`config.mk`:
```
export PLATFORM = sky130hd
export DESIGN_NAME = student_dmux4way16_router
export DESIGN_NICKNAME = d
export VERILOG_FILES = /design/src/rtl/student_dmux4way16_router.sv
export SDC_FILE = /design/constraint.sdc
export NUM_CORES = 1
export LEC_CHECK = 0
export ABC_AREA = 1
export CAP_MARGIN = 0
export CORE_MARGIN = 1
export CORE_UTILIZATION = 25
export CTS_CLUSTER_SIZE = 8
export DETAILED_ROUTE_END_ITERATION = 6
export PLACE_DENSITY = 0.46
export SLEW_MARGIN = 20
export SYNTH_ARGS = -nofsm -noshare
export SYNTH_HDL_FRONTEND = slang
export SYNTH_SLANG_ARGS = --single-unit
```
`constraint.sdc`:
```
create_clock -name clk -period 2.4 [get_ports clk]
set_clock_uncertainty 0.15 [all_clocks]
set_input_delay 0.24 -clock clk [delete_from_list [all_inputs] [get_ports clk]]
set_output_delay 0.24 -clock clk [all_outputs]
set_load 0.02 [all_outputs]
```
`src/rtl/student_dmux4way16_router.sv`:
```
// student_dmux4way16_router
//
// Purpose:
//   Fan-out counterpart of the 4-way 16-bit multiplexer. A single 16-bit
//   input stream is steered by `sel` into one of four channels (a/b/c/d).
//   Each channel owns a small FIFO with a valid/ready handshake, so a stalled
//   consumer on one channel never blocks traffic headed for the others.
//
// Parameters:
//   DEPTH - entries per channel FIFO (power of two, 2..16)
//   AW    - pointer width, log2(DEPTH)
//
// Ports:
//   clk, rst_n          - rising-edge clock, asynchronous active-low reset
//   in, sel, in_valid   - producer word, destination channel, word present
//   in_ready            - selected channel is not full (combinational)
//   a..d                - head-of-FIFO data per channel
//   a_valid..d_valid    - channel FIFO non-empty
//   a_ready..d_ready    - consumer takes the head word this cycle
//   a_count..d_count    - channel occupancy, 0..DEPTH
//
// Build option:
//   DMUX_ZERO_IDLE_EN - when defined, a/b/c/d read as 16'h0000 while their
//   channel is empty; otherwise they show the storage slot at the read
//   pointer (stale data, or zero straight after reset).

module student_dmux4way16_router #(
  parameter int DEPTH = 2,
  parameter int AW    = 1
) (
  input  logic          clk,
  input  logic          rst_n,
  input  logic [15:0]   in,
  input  logic [1:0]    sel,
  input  logic          in_valid,
  output logic          in_ready,
  output logic [15:0]   a,
  output logic [15:0]   b,
  output logic [15:0]   c,
  output logic [15:0]   d,
  output logic          a_valid,
  output logic          b_valid,
  output logic          c_valid,
  output logic          d_valid,
  input  logic          a_ready,
  input  logic          b_ready,
  input  logic          c_ready,
  input  logic          d_ready,
  output logic [AW:0]   a_count,
  output logic [AW:0]   b_count,
  output logic [AW:0]   c_count,
  output logic [AW:0]   d_count
);

  localparam logic [AW:0] DEPTH_CNT = (AW+1)'(DEPTH);

  logic [15:0] mem_q    [4][DEPTH];
  logic [15:0] mem_d    [4][DEPTH];
  logic [AW-1:0] wr_ptr_q [4];
  logic [AW-1:0] wr_ptr_d [4];
  logic [AW-1:0] rd_ptr_q [4];
  logic [AW-1:0] rd_ptr_d [4];
  logic [AW:0]   count_q  [4];
  logic [AW:0]   count_d  [4];

  logic [3:0]  ch_valid;
  logic [3:0]  ch_full;
  logic [3:0]  ch_ready;
  logic [3:0]  push;
  logic [3:0]  pop;
  logic [15:0] head     [4];
  logic [15:0] data_out [4];

  assign ch_ready = {d_ready, c_ready, b_ready, a_ready};

  // Full/empty come from the occupancy count only; the pointers are equal
  // both when empty and when full, so they cannot tell the two apart.
  always_comb begin
    for (int i = 0; i < 4; i++) begin
      ch_valid[i] = (count_q[i] != '0);
      ch_full[i]  = (count_q[i] == DEPTH_CNT);
    end
  end

  // A full channel refuses the word even if its consumer pops this same
  // cycle: the freed slot is only offered on the following cycle.
  assign in_ready = ~ch_full[sel];

  always_comb begin
    for (int i = 0; i < 4; i++) begin
      push[i] = in_valid && in_ready && (sel == 2'(i));
      pop[i]  = ch_valid[i] && ch_ready[i];
    end
  end

  // Next-state for all four FIFOs. Pointers are AW bits wide, so the
  // increment wraps modulo DEPTH on its own.
  always_comb begin
    mem_d    = mem_q;
    wr_ptr_d = wr_ptr_q;
    rd_ptr_d = rd_ptr_q;
    count_d  = count_q;
    for (int i = 0; i < 4; i++) begin
      if (push[i]) begin
        mem_d[i][wr_ptr_q[i]] = in;
        wr_ptr_d[i]           = wr_ptr_q[i] + AW'(1);
      end
      if (pop[i]) begin
        rd_ptr_d[i] = rd_ptr_q[i] + AW'(1);
      end
      unique case ({push[i], pop[i]})
        2'b10:   count_d[i] = count_q[i] + 1'b1;
        2'b01:   count_d[i] = count_q[i] - 1'b1;
        default: count_d[i] = count_q[i];
      endcase
    end
  end

  // Storage is cleared on reset so idle outputs read zero until written.
  always_ff @(posedge clk or negedge rst_n) begin
    if (!rst_n) begin
      for (int i = 0; i < 4; i++) begin
        for (int j = 0; j < DEPTH; j++) begin
          mem_q[i][j] <= '0;
        end
        wr_ptr_q[i] <= '0;
        rd_ptr_q[i] <= '0;
        count_q[i]  <= '0;
      end
    end else begin
      mem_q    <= mem_d;
      wr_ptr_q <= wr_ptr_d;
      rd_ptr_q <= rd_ptr_d;
      count_q  <= count_d;
    end
  end

  // Head word selection, optionally masked to zero while the channel is empty.
  always_comb begin
    for (int i = 0; i < 4; i++) begin
      head[i] = mem_q[i][rd_ptr_q[i]];
`ifdef DMUX_ZERO_IDLE_EN
      data_out[i] = ch_valid[i] ? head[i] : 16'h0000;
`else
      data_out[i] = head[i];
`endif
    end
  end

  assign a = data_out[0];
  assign b = data_out[1];
  assign c = data_out[2];
  assign d = data_out[3];

  assign a_valid = ch_valid[0];
  assign b_valid = ch_valid[1];
  assign c_valid = ch_valid[2];
  assign d_valid = ch_valid[3];

  assign a_count = count_q[0];
  assign b_count = count_q[1];
  assign c_count = count_q[2];
  assign d_count = count_q[3];

endmodule

```
==> run metrics <==
max-cap violations=0; grt ovf=0; count of different cell masters after synthesis=23; # fillers=approximately 2.8k; peak supply drop=~0.64 mV; Buf+Inv Stages, Crit Path=3; clock share of power=a little over a fifth; most frequent cells in the layout=nand2_1 (535), dfrtp_1 (144), clkdlybuf4s50_1 (94); Critical path origin=rd_ptr_q[3]$_DFFE_PN0P_; setup TNS=0 ps; Die ar.=28200 sq um; total number of vias=between 5k and 6k; TritonCTS clock tree=built; synthesized net count=approximately 910; Bufs on Longest Clock Path=2; Post-DP HPWL=between 10000 and 15000 um; sequential share of the synthesized area=between 50% and 60%; CP Data Required Time=approximately 2000 ps; clk_lat worst skew=~430 ps; antenna-violating nets left=0; DR iter-0 viols=approximately 330; status=completed; port bufs=around 100; Setup Fix Bufs, Post-CTS=0; final std cells w/o fill=~1.3k; CP max-delay cell=clkdlybuf4s50_1; fin. max-slew vios=0; Sequential Power Share=32.1%; CP most frequent cell=nand2_1; crit-path max cell delay=approximately 620 ps; CP Capture Type=primary output; CP Launch Type=register; Design Power=13300 uW; CTS sink count=approximately 140; unrepaired setup endpoints after global routing=no; Core Rows=60; routed len/inst=around 15 um; Final Hold Viols=0; fraction of layout cells with a size suffix above 1=approximately a tenth; post-synthesis register bit count=between 100 and 150; Worst Hold Class=input pin to asynchronous set/reset pin; H-tree depth=4; crit path cell chain=clkinvlp_4, buf_12, nand2_1, nand2_1, clkdlybuf4s50_1; Diodes inserted=0; Leak=around 0.0047 uW; Setup CP Type=register to primary output; Placer Congestion=slightly above 0.7; GRT Total Usage=about 15%; Detailed Route WL=between 15000 and 20000 um; Vias/cell=around 4.2; Layout area overhead=30.2%; Synth warnings=0; Worst EP arrival=between 1500 and 2000 ps; combinational share of power=47.0%; Least-Margin Pin Slew=623 ps; number of remaining DRC errors=0; delay-heaviest family, CP=buffers and inverters; cell count after synthesis=between 800 and 900; critical path peak fanout=13; initial antenna violation count=0; Final Cycle Share=a little over nine tenths; Switching Fraction=between 40% and 50%; pwr dens=about 1500 nW/um^2; Layout Nets=about 1.0k; Reg clk slew, reported paths=approximately 70 ps; DP Cell Count=~1.3k; Post-Synthesis Cell Area=a little under 7000 sq um; drt pass-1 iters=4; die height=168 um; total CTS buffers=17; most common cell after layout, fill and taps aside=nand2_1; Slew headroom=between 50% and 60%; Top Ports=102; Core Region=27000 sq um; Core Util, Final=between 30% and 40%; die width=~170 um; starting density of the core=between 20% and 30%; vias in the first global route=between 5k and 6k; P_sw=~5500 uW; Internal Power=~8000 uW; Max Clk Rate=between 400 and 500 MHz; count of final setup violators=0; largest net degree at the start of global routing=57; Mapped Avg Cell Area=7.79 sq um; first-pass GRT wire length=approximately 32000 um; root buffer cell=clkbuf_16; Fin Hold WS=196 ps; crit path time final=2310 ps; FF-to-FF Start=b_count[1]$_DFFE_PN0P_
area by class of cell:
cell class | instances | area, sq um | share of cell area [%]
well taps | 341 | 427 | 4.77
multi-input cells | 655 | 2830 | 31.6
flip-flops and latches | 144 | 3600 | 40.3
inverters | 30 | 116 | 1.30
clock inverters | 15 | 183 | 2.04
clock buffers | 17 | 425 | 4.75
repair buffers | 136 | 1360 | 15.2
worst reg2reg max path, delay by kind of cell, from the launching register on:
kind | cells | cell delay (ps)
DFF | 1 | 410
buffers and inverters | 3 | 230
and+or+nand+nor | 5 | 460
xor gates and xnor gates | 1 | 150
AOI/OAI and AO/OA | 2 | 210
adders and majority gates | 1 | 300
cells in the mapped netlist:
master	instances	area [sq um]
nand2_2	2	12.5
ha_1	4	50.1
xor2_1	8	70.1
xnor2_1	4	35.0
clkbuf_1	22	82.6
buf_2	13	65.1
nand2_4	5	56.3
nand4_2	2	25.0
nor2_1	8	30.0
inv_1	18	67.6
nand3_1	68	340
nor2_8	1	20.0
a21oi_1	4	20.0
nor2_2	2	12.5
dfrtp_1	144	3600
buf_4	6	45.0
buf_6	12	135
nor2_4	4	45.0
inv_2	6	22.5
clkinv_1	6	22.5
o21ai_0	4	20.0
nand4_4	4	85.1
nand2_1	535	2010
power by group through the flow:
stage / clock network, uW / registers (uW) / logic, uW
global placement: 0 / 4270 / 6330
CTS: 2860 / 4260 / 6400
global route: 2960 / 4420 / 6940
detailed placement: 0 / 4280 / 6370
finish: 2780 / 4260 / 6250
floorplan: 0 / 4220 / 3580
registers in the layout (all words and copies together), names as in the netlist:
signal and flops:
mem_q 128, rd_ptr_q 4, wr_ptr_q 4, a_count 2, b_count 2, c_count 2, d_count 2
what timing repair did:
action,CTS,global route
endpoints found under the hold margin,49,0
resized for setup,1,6
hold buffers,1,0
endpoints found under the setup margin,1,9
path summary, 6_finish.rpt:
kind | slack [ps] | endpoint | depth (start not counted)
min | 200 | mem_q[81]$_DFFE_PN0P_ | 2
max in group asynchronous | 1210 | mem_q[106]$_DFFE_PN0P_ | 3
max reg2reg | 370 | c_count[1]$_DFFE_PN0P_ | 12
min in group clk | 270 | rd_ptr_q[1]$_DFFE_PN0P_ | 3
min reg2reg | 320 | mem_q[80]$_DFFE_PN0P_ | 2
max | 90 | a[6] | 5
metrics by stage:
| step | instance area [sq um] | setup slack (ps) |
|---|---|---|
| 2_1_floorplan | 6870 | 266 |
| 3_3_place_gp | 8320 | 49.4 |
| 3_5_place_dp | 8320 | -0.641 |
| 4_1_cts | 8930 | 57.9 |
| 5_1_grt | 8950 | 5.52 |
| 6_report | 8950 | 89.0 |
routing by layer:
metal / up-vias / GRT usage [%] / wire [um]
met3: 12 / 3.13 / 999
met2: 115 / 23.8 / 9210
met4: 0 / 3.79 / 191
li1: 2895 / - / -
met5: - / 0 / 0
met1: 2596 / 20.6 / 9400
logic make-up after synthesis:
logic type	synth area share, %
adders and majority gates	0.728
DFF	52.4
and+or+nand+nor	38.3
xor gates and xnor gates	1.53
buffers and inverters	6.41
AOI/OAI and AO/OA	0.582
Power figures use the tool's default switching activity.
